--- config.mk ---
export PLATFORM = sky130hd
export DESIGN_NAME = alu4_slice
export DESIGN_NICKNAME = d
export VERILOG_FILES = /design/src/rtl/alu4_slice.sv
export SDC_FILE = /design/constraint.sdc
export NUM_CORES = 1
export LEC_CHECK = 0
export CAP_MARGIN = 20
export CORE_MARGIN = 1.5
export CORE_UTILIZATION = 40
export DETAILED_ROUTE_END_ITERATION = 8
export HOLD_SLACK_MARGIN = 0.03
export PLACE_DENSITY = 0.74
export SYNTH_ARGS = -nofsm -noshare
export SYNTH_HDL_FRONTEND = slang
export SYNTH_SLANG_ARGS = --single-unit
--- constraint.sdc ---
create_clock -name clk -period 2.8 [get_ports clk]
set_input_delay 0.42 -clock clk [delete_from_list [all_inputs] [get_ports clk]]
set_output_delay 0.42 -clock clk [all_outputs]
set_load 0.02 [all_outputs]
--- src/rtl/alu4_slice.sv ---
// Purpose: 4-bit ALU slice with in-slice carry lookahead, group P/G for cascading, registered result.
// Latency: aluOut/cOut/pg/gg/ovf are combinational (0 cycles); *_q outputs load 1 cycle after en=1.
// Backpressure: none; en gates the result register, which holds its value while en=0.
//
// Ports:
//   clk, reset     rising-edge clock; asynchronous active-high reset clearing the *_q outputs
//   A, B, cIn      4-bit operands and carry in (LSB slice: tie cIn to ctrl[0])
//   ctrl           000/001 pass B, 010 add, 011 sub, 100 AND, 101 OR, 110 XOR, 111 zero
//   en             result-register load enable
//   aluOut, cOut   combinational result and carry out of bit 3
//   pg, gg         group propagate / generate for an external lookahead unit
//   ovf            signed overflow (c[3] ^ cOut), meaningful on the MSB slice for add/sub
//   aluOut_q, cOut_q, ovf_q, zero_q   registered copies; zero_q flags a zero result at load
module alu4_slice (
    input  logic       clk,
    input  logic       reset,
    input  logic [3:0] A,
    input  logic [3:0] B,
    input  logic       cIn,
    input  logic [2:0] ctrl,
    input  logic       en,
    output logic [3:0] aluOut,
    output logic       cOut,
    output logic       pg,
    output logic       gg,
    output logic       ovf,
    output logic [3:0] aluOut_q,
    output logic       cOut_q,
    output logic       ovf_q,
    output logic       zero_q
);

    logic [3:0] bx;
    logic [3:0] p;
    logic [3:0] g;
    logic [3:0] c;
    logic [3:0] sum;

    logic [3:0] aluOut_d;
    logic       cOut_d;
    logic       ovf_d;
    logic       zero_d;

    // Only subtract inverts B; the +1 for two's complement arrives through cIn.
    assign bx = (ctrl == 3'b011) ? ~B : B;
    assign p  = A ^ bx;
    assign g  = A & bx;

    // Flat two-level lookahead: every carry is a sum of products of p/g/cIn,
    // so no carry depends on another carry.
    assign c[0] = cIn;
    assign c[1] = g[0] | (p[0] & cIn);
    assign c[2] = g[1] | (p[1] & g[0]) | (p[1] & p[0] & cIn);
    assign c[3] = g[2] | (p[2] & g[1]) | (p[2] & p[1] & g[0])
                | (p[2] & p[1] & p[0] & cIn);

    assign pg   = &p;
    assign gg   = g[3] | (p[3] & g[2]) | (p[3] & p[2] & g[1])
                | (p[3] & p[2] & p[1] & g[0]);
    assign cOut = gg | (pg & cIn);
    assign ovf  = c[3] ^ cOut;

    assign sum  = p ^ c;

    always_comb begin
        aluOut = 4'h0;
        unique case (ctrl)
            3'b000,
            3'b001: aluOut = B;
            3'b010,
            3'b011: aluOut = sum;
            3'b100: aluOut = A & B;
            3'b101: aluOut = A | B;
            3'b110: aluOut = A ^ B;
            3'b111: aluOut = 4'h0;
            default: aluOut = 4'h0;
        endcase
    end

    assign aluOut_d = aluOut;
    assign cOut_d   = cOut;
    assign ovf_d    = ovf;
    assign zero_d   = (aluOut == 4'h0);

    always_ff @(posedge clk or posedge reset) begin
        if (reset) begin
            aluOut_q <= 4'h0;
            cOut_q   <= 1'b0;
            ovf_q    <= 1'b0;
            zero_q   <= 1'b0;
        end else if (en) begin
            aluOut_q <= aluOut_d;
            cOut_q   <= cOut_d;
            ovf_q    <= ovf_d;
            zero_q   <= zero_d;
        end
    end

endmodule

======== Word level (Yosys, flattened, before mapping) ========
Cells that the tools add are included.
operators by class
  add/subtract/negate cells ............... 0
  multiply operators ...................... 0
  div/mod/pow operators ................... 0
  $lt $le $gt $ge ......................... 0
  equal/unequal tests ..................... 7
  shifts and indexed selects .............. 0
  multiplexer cells ....................... 2
  bitwise gates (word level) .............. 33
  reduce and logical (&&, ||, !) cells .... 5
operator list
  operator                                                                number
  4-bit case mux with 6 select lines                                      1
  1-bit bitwise AND                                                       15
  3-bit equality test (second input constant)                             4
  4-bit XOR                                                               3
  1-bit bitwise OR                                                        10
  4-bit bitwise AND                                                       2
  3-bit by 2-bit equality test with 1-bit output (second input constant)  2
  4-bit logical NOT                                                       1
  4-bit two-way mux                                                       1
  4-bit inverter                                                          1
  4-bit bitwise OR                                                        1
  4-bit AND reduction                                                     1
  2-bit OR reduction                                                      2
  3-bit by 1-bit equality test with 1-bit output (second input constant)  1
  3-bit logical NOT                                                       1
  1-bit XOR                                                               1
storage, ports and cells
  register bits ........................... 7
  bits in latches ......................... 0
  RAM bits ................................ 0
  memory bits (read-only) ................. 0
  input bits .............................. 15
  word-level logic and storage cells ...... 51
  memories ................................ 0

======== Logic depth before layout (Yosys ltp) ========
Gate-level depths: netlist (run 1).
  depth after elaboration ................. 10
  depth in mapped cells ................... 12
  gate-level depth less buffers ........... 10

======== Worst setup path before layout (run 1) ========
Ideal clock, no wire load.
  kind .................................... input to output
  from .................................... input ctrl[1]
  to ...................................... output ovf
  arrival ................................. 2552 ps
  required time ........................... 2380 ps
  path slack .............................. -172 ps
  cell stages on the path ................. 10
  path buffers ............................ 2
  cells stage by stage .................... buf_6 > inv_1 > or3_1 > buf_2 > xnor2_1 > ha_1 > nand2_1 > nor2_1 > a21oi_2 > xnor2_1
RTL lines
  element                                         line  source
  from (decl)                                     20    input logic [2:0] ctrl,
  3-bit by 2-bit equality test with 1-bit output  45    assign bx = (ctrl == 3'b011) ? ~B : B;
  4-bit two-way mux                               45
  4-bit XOR                                       46    assign p = A ^ bx;
  4-bit AND reduction                             57    assign pg = &p;
  via pg                                          24    output logic pg,
  1-bit bitwise AND                               60    assign cOut = gg | (pg & cIn);
  1-bit bitwise OR                                60
  1-bit XOR                                       61    assign ovf = c[3] ^ cOut;
  to (decl)                                       26    output logic ovf,
The timed path passes the listed nets, and every way through them passes these cells.

======== Worst setup path after layout (run 1) ========
  from .................................... input ctrl[1]
  to ...................................... output aluOut[1]
on the way
  word-level cells in the longest chain between the ends .. 7
ends and longest elaborated chain
  element                                         line    source
  3-bit by 2-bit equality test with 1-bit output  45, 67
  4-bit two-way mux                               45
  4-bit XOR                                       46
  1-bit bitwise AND                               52      assign c[1] = g[0] | (p[0] & cIn);
  1-bit bitwise OR                                52
  4-bit XOR                                       63      assign sum = p ^ c;
  4-bit case mux with 6 select lines *            67      unique case (ctrl)
  to (decl)                                       22      output logic [3:0] aluOut,
Every way passes the cells marked *; elsewhere a longest branch is shown, timed or not.

==> impl_metrics.toml, run 1 <==
[drt]
drt-initial-drc-count = 15
vias = 990
dr.pass1.iters = 4
routed_wl_um = 2759
viasPerCell = 5.103
drtAntennaViolNets = 0
drc = 0
routedWlPerCell_um = 14.22

[worst_setup_path]
critPathLaunch = "ctrl[1]"
crit_arrival_ps = 2390
crit_path_end_kind = "output pin"
reg2regPathDepth = 2
worstSetupStartpointType = "primary input"
critPathRequiredTime_ps = 2380
worstSetupPathType = "primary input to output pin"
r2r_end = "zero_q$_DFFE_PP0P_"
crit_fanout = 4
rrSetupSlack_ps = 1950
r2r-start = "zero_q$_DFFE_PP0P_"

[die]
fp.dieW_um = 50.52
core-area_um2 = 2170
io_pins = 30
start_util_pct = 41.64
die_h_um = 50.52
fp.dieArea_um2 = 2552
rows = 17

[sta]
slew_headroom_pct = 73.61
slew_viol_final = 0
worst_slack_ps = -11.41
finClkSkew_ps = 0
rsz0062_at_grt = "true"
hold_ws_ps = 393.2
min_period_ps = 2811
worst_slew_pin_slew_ps = 394.5
fin_crit_sh_pct = 100.4
hold_violations = 0
max_freq_mhz = 355.7
finalSetupViolations = 1

[synth]
synth_cell_types = 35
synth_nets = 133
synth_area_um2 = 903.4
yosys.area.top_type_share_pct = 19.39
ys.flop_type = "dfrtp_1"
ys_ff_latch = 7
synth_seq_area_share_pct = 19.39
async_reset_ff_share_pct = 100.0
synthTopCellsByArea = "dfrtp_1, ha_1, a21oi_1"
synth_edf_count = 0
yosys.area.top_type = "dfrtp_1"
yosys.cell_count.top_type = "inv_1"
yosysWarnings = 0
post_synth_inst_count = 103
yosys-top-cells-count = "inv_1, ha_1, a21oi_1, dfrtp_1"
syn_area_per_cell_um2 = 8.771

[run]
cap_violations = 0

[cts]
cts_tree = "built"
cts.sinks = 7
clk_latency_ps = 250
root_buffer = "clkbuf_4"
cts_buffer_depth = 2
clk_pin_slew_worst_paths_ps = 50
numCtsBuffers = 3
htree_levels = 1

[placement]
place_congestion = 0.8037
dp_hpwl_um = 1788
place_inst = 177
numPortBuffers = 29

[global_route]
use_met2_pct = 37.28
grt_pass1_vias = 954
met1_usage_pct = 26.64
globalRouteOverflowTotal = 0
grt_pass1_wl_um = 4202
antenna_found_initial = 0
grt_max_degree = 15
grt-busiest-layer = "met2"
met3_usage_pct = 2.679
track_usage_pct = 21.52

[layout]
drive_gt1_share_pct = 50.60
final_nets = 197
fin_cells = 194
insertedDiodeCount = 0
syn_to_final_growth_pct = 83.38
fin_util_pct = 76.36

[power_and_ir_drop]
ir_worst_vdd_uv = 352.7
p_leak_uw = 0.0007893
power_density_nw_per_um2 = 396.9

[worst_hold_path]
hold_class = "primary input to asynchronous set/reset pin"

[status]
outcome = "finished, violations left"
violations = "setup timing"
==> flip-flops by register name, indices dropped and copies added (netlist names) <==
register / cells
aluOut_q: 4
cOut_q: 1
ovf_q: 1
zero_q: 1
==> logic make-up (layout without fill, tap and decap cells) <==
| group | count (synthesis) | after routing | share of synthesized area [%] |
|---|---|---|---|
| flip-flops | 7 | 7 | 19.39 |
| AO/OA/AOI/OAI | 24 | 24 | 16.90 |
| multiplexers | 6 | 6 | 9.002 |
| AND/OR/NAND/NOR | 23 | 23 | 13.71 |
| XOR/XNOR | 7 | 7 | 7.618 |
| buffers and inverters | 21 | 84 | 11.77 |
| adder cells (fa/ha/maj) | 15 | 15 | 21.61 |
==> repair_timing <==
action	4_1_cts	5_1_grt
setup buffers	10	3
hold buffers	0	0
endpoints found under the setup margin	12	8
pin swaps	5	13
resized for setup	56	21
==> metrics by stage <==
stage	power (uW)	worst slack (ps)	TNS (ps)	instance area, um^2
6_report	657.5	-11.41	-11.41	1657
2_1_floorplan	319.3	15.75	0	917.1
3_5_place_dp	486.7	-914.1	-8202	1361
3_3_place_gp	478.1	-854.8	-7465	1361
5_1_grt	691.1	-56.31	-120.4	1657
4_1_cts	604.4	-58.60	-58.60	1514
==> power breakdown <==
group | internal, uW | switching [uW] | leakage [uW]
registers | 121 | 10.7 | 0.0000839
logic | 231 | 201 | 0.000690
clock network | 54.5 | 39.0 | 0.0000150
==> final cells by class <==
cell class                      count  area [um^2]
Clock buffer                        4        26.28
Multi-Input combinational cell     75        810.8
Inverter                           16        60.06
Tap cell                           28        35.03
Fill cell                         139        513.0
Timing Repair Buffer               64        549.3
Sequential cell                     7        175.2
==> cells in the final DEF (no fill, tap or decap), drive strengths merged, types with 2 or more instances in the layout <==
| cell | n |
|---|---|
| dlygate4sd2 | 2 |
| inv | 16 |
| o21ai | 5 |
| a21oi | 13 |
| buf | 43 |
| nor3 | 2 |
| nor2 | 7 |
| clkbuf | 4 |
| nand2b | 5 |
| ha | 14 |
| dfrtp | 7 |
| mux2 | 4 |
| xnor2 | 7 |
| clkdlybuf4s50 | 18 |
| nand3 | 2 |
| nand2 | 3 |
==> worst max-delay path, stage by stage <==
cell	delay, ps
buf_6	70
inv_2	30
or3_4	480
xnor2_4	230
inv_2	60
fa_2	340
xnor2_1	120
mux4_2	480
buf_6	150
==> routing by layer <==
metal | wire, um | share of wire [%]
met2 | 1444 | 52
met5 | 0 | 0
met3 | 132 | 4.8
met1 | 1096 | 40
met4 | 85 | 3.1
==> how the worst max path moves through the flow <==
| stage | cells past startpoint | endpoint | slack [ps] |
|---|---|---|---|
| after floorplan | 9 | aluOut[1] | 20 |
| after global placement | 11 | aluOut[3] | -850 |
| after detailed placement | 9 | aluOut[1] | -910 |
| after CTS | 9 | aluOut[1] | -60 |
| after global routing | 12 | ovf | -60 |
| final | 9 | aluOut[1] | -10 |
Note: power is estimated with default switching activity, not from simulation.
==> inputs of run 2 (changes only) <==
--- a/config.mk
+++ b/config.mk
@@ -5,6 +5,7 @@
 export SDC_FILE = /design/constraint.sdc
 export NUM_CORES = 1
 export LEC_CHECK = 0
+export ABC_AREA = 1
 export CAP_MARGIN = 20
 export CORE_MARGIN = 1.5
 export CORE_UTILIZATION = 40
==> impl_metrics.toml, run 2 <==
[status]
outcome = "finished clean"

[layout]
final_common_cell = "nand2_1"
max_flop_register = "aluOut_q"
drive_gt1_share_pct = 31.50
final_cell_mix = "nand2_1, buf_4, inv_1"
insertedDiodeCount = 0
syn_to_final_growth_pct = 70.83
n_fill_cell = 166
largest_reg_flops = 4
final_nets = 231
fin_util_pct = 71.90
fin_cells = 228
final_cell_area_um2 = 1575

[synth]
synth_nets = 167
yosys.area_share.simple_pct = 38.40
yosys.area_share.adder_pct = 21.17
synth_cell_types = 23
synth_area_um2 = 922.1
synth_top_family_by_area = "simple AND/OR/NAND/NOR gates"
yosysWarnings = 0
yosys.area.top_type_share_pct = 19.00
ys.flop_type = "dfrtp_1"
synth_xor_area_share_pct = 3.799
async_reset_ff_share_pct = 100.0
synth-compound-area-share_pct = 6.649
synth_edf_count = 0
yosys-top-cells-count = "nand2_1, inv_1, ha_1, nand3_1"
synthMuxAreaShare_pct = 0
synthTopCellsByArea = "dfrtp_1, ha_1, nand2_1"
yosys.cell_count.top_type = "nand2_1"
syn_area_per_cell_um2 = 6.731
post_synth_inst_count = 137
ys_ff_latch = 7
yosys.area.top_type = "dfrtp_1"
synth_seq_area_share_pct = 19.00

[sta]
fin_crit_sh_pct = 97.94
finalSetupViolations = 0
slew_viol_final = 0
worst_slew_pin_slew_ps = 265.1
slew_headroom_pct = 82.27
worst_slack_ps = 57.73
min_period_ps = 2742
hold_ws_ps = 393.2
hold_violations = 0
max_freq_mhz = 364.7
finClkSkew_ps = 0

[placement]
place_inst = 221
dp_hpwl_um = 1985
place_congestion = 0.8230
dp_slack_ps = -630.1
numPortBuffers = 29
placed_area_um2 = 1450

[power_and_ir_drop]
ir_worst_vdd_uv = 319.0
power_switching_uw = 223.0
power_frac_clock_pct = 16.4
p_comb_share_pct = 61.6
p_int_uw = 341.2
p_leak_uw = 0.0008668
p_sw_share_pct = 39.52
power_density_nw_per_um2 = 358.2
pwr-share-seq_pct = 22.1

[worst_setup_path]
crit_slowest_cell = "clkdlybuf4s50_1"
worstSetupPathType = "primary input to output pin"
worstSetupStartpointType = "primary input"
worst_path_dominant_cell_family = "buffers and inverters"
crit_arrival_ps = 2320
crit_chain = "clkdlybuf4s50_1 -> xor2_2 -> inv_1 -> ha_4 -> nand3_1 -> nand3b_1 -> nand3b_1 -> nand2_1 -> nand2_1 -> inv_1 -> clkdlybuf4s15_2"
critPathBufInv = 4
rrSetupSlack_ps = 2150
crit_fanout = 3
critPathRequiredTime_ps = 2380
crit_path_end_kind = "output pin"
slowest_delay_ps = 540

[drt]
drtAntennaViolNets = 0
drc = 0
vias = 1099
routed_wl_um = 2690
dr.pass1.iters = 4
drt-initial-drc-count = 36
routedWlPerCell_um = 11.80
viasPerCell = 4.820

[global_route]
track_usage_pct = 20.85
grt_pass1_wl_um = 4077
globalRouteOverflowTotal = 0
grt_max_degree = 13
antenna_found_initial = 0
grt_pass1_vias = 1014

[cts]
clk_pin_slew_worst_paths_ps = 50
cts.sinks = 7
clk_latency_ps = 250
numCtsBuffers = 3
htree_levels = 1
cts_tree = "built"
cts_buffer_depth = 2
cts_hold_buf = 0
root_buffer = "clkbuf_4"

[die]
start_util_pct = 42.09
fp.dieW_um = 51.02
die_h_um = 51.02
io_pins = 30
fp.dieArea_um2 = 2603
core-area_um2 = 2191
rows = 17

[run]
cap_violations = 0

[worst_hold_path]
hold_class = "primary input to asynchronous set/reset pin"
-- run 2: changes by cell type after synthesis, sizes merged, moves of 5 or more --
cell / change
inv: +9
a21oi: -10
nand3: +13
nand2b: -5
xnor2: -7
nand2: +35
-- run 2: final timing paths --
| kind | startpoint | endpoint | cells after the start |
|---|---|---|---|
| setup / recovery | B[0] | aluOut[2] | 11 |
| hold / removal | reset | zero_q$_DFFE_PP0P_ | 2 |
| setup reg to reg | aluOut_q[0]$_DFFE_PP0P_ | aluOut_q[0]$_DFFE_PP0P_ | 1 |
| hold reg to reg | ovf_q$_DFFE_PP0P_ | ovf_q$_DFFE_PP0P_ | 2 |
| max in group asynchronous | reset | ovf_q$_DFFE_PP0P_ | 2 |
| min in group clk | ovf_q$_DFFE_PP0P_ | ovf_q$_DFFE_PP0P_ | 2 |
-- run 2: power groups by stage --
stage                     sequential [uW]  combinational (uW)  clock (uW)
after global placement                126                 319           0
after CTS                             125                 327        94.1
after floorplan                       147                 139           0
after global routing                  126                 378         104
final                                 124                 347        92.4
after detailed placement              126                 326           0
-- run 2: per-layer routing --
metal	vias up	GRT usage (%)	share of wire, %
met4	0	6.306	1.8
met3	8	4.971	6.4
met5	-	0	0
met1	483	22.63	40
met2	44	39.39	51
li1	564	-	-
-- run 2: timing repair --
| action | 4_1_cts | 5_1_grt |
|---|---|---|
| pin swaps | 6 | 9 |
| setup endpoints to repair | 8 | 6 |
| gates resized for setup | 33 | 16 |
| cloned | 0 | 0 |
| setup buffers | 3 | 0 |
-- run 2: cell type report --
cell class / instances / area (um^2) / share of cell area, %
Timing Repair Buffer: 60 / 510.5 / 32.41
Tap cell: 28 / 35.03 / 2.224
Inverter: 25 / 93.84 / 5.957
Clock buffer: 4 / 26.28 / 1.668
Multi-Input combinational cell: 104 / 734.5 / 46.62
Sequential cell: 7 / 175.2 / 11.12
-- run 2: kinds of logic after synthesis --
family,after synthesis
flip-flops,7
AND/OR/NAND/NOR,74
AO/OA/AOI/OAI,11
adder cells (fa/ha/maj),15
buffers and inverters,26
XOR/XNOR,4
-- run 2: through the flow --
| stage | setup TNS (ps) | total power [uW] |
|---|---|---|
| final | 0 | 564.2 |
| after global routing | -96.46 | 608.9 |
| after CTS | 0 | 545.7 |
| after detailed placement | -3978 | 452.4 |
| after global placement | -3535 | 445.2 |
| after floorplan | 0 | 285.2 |
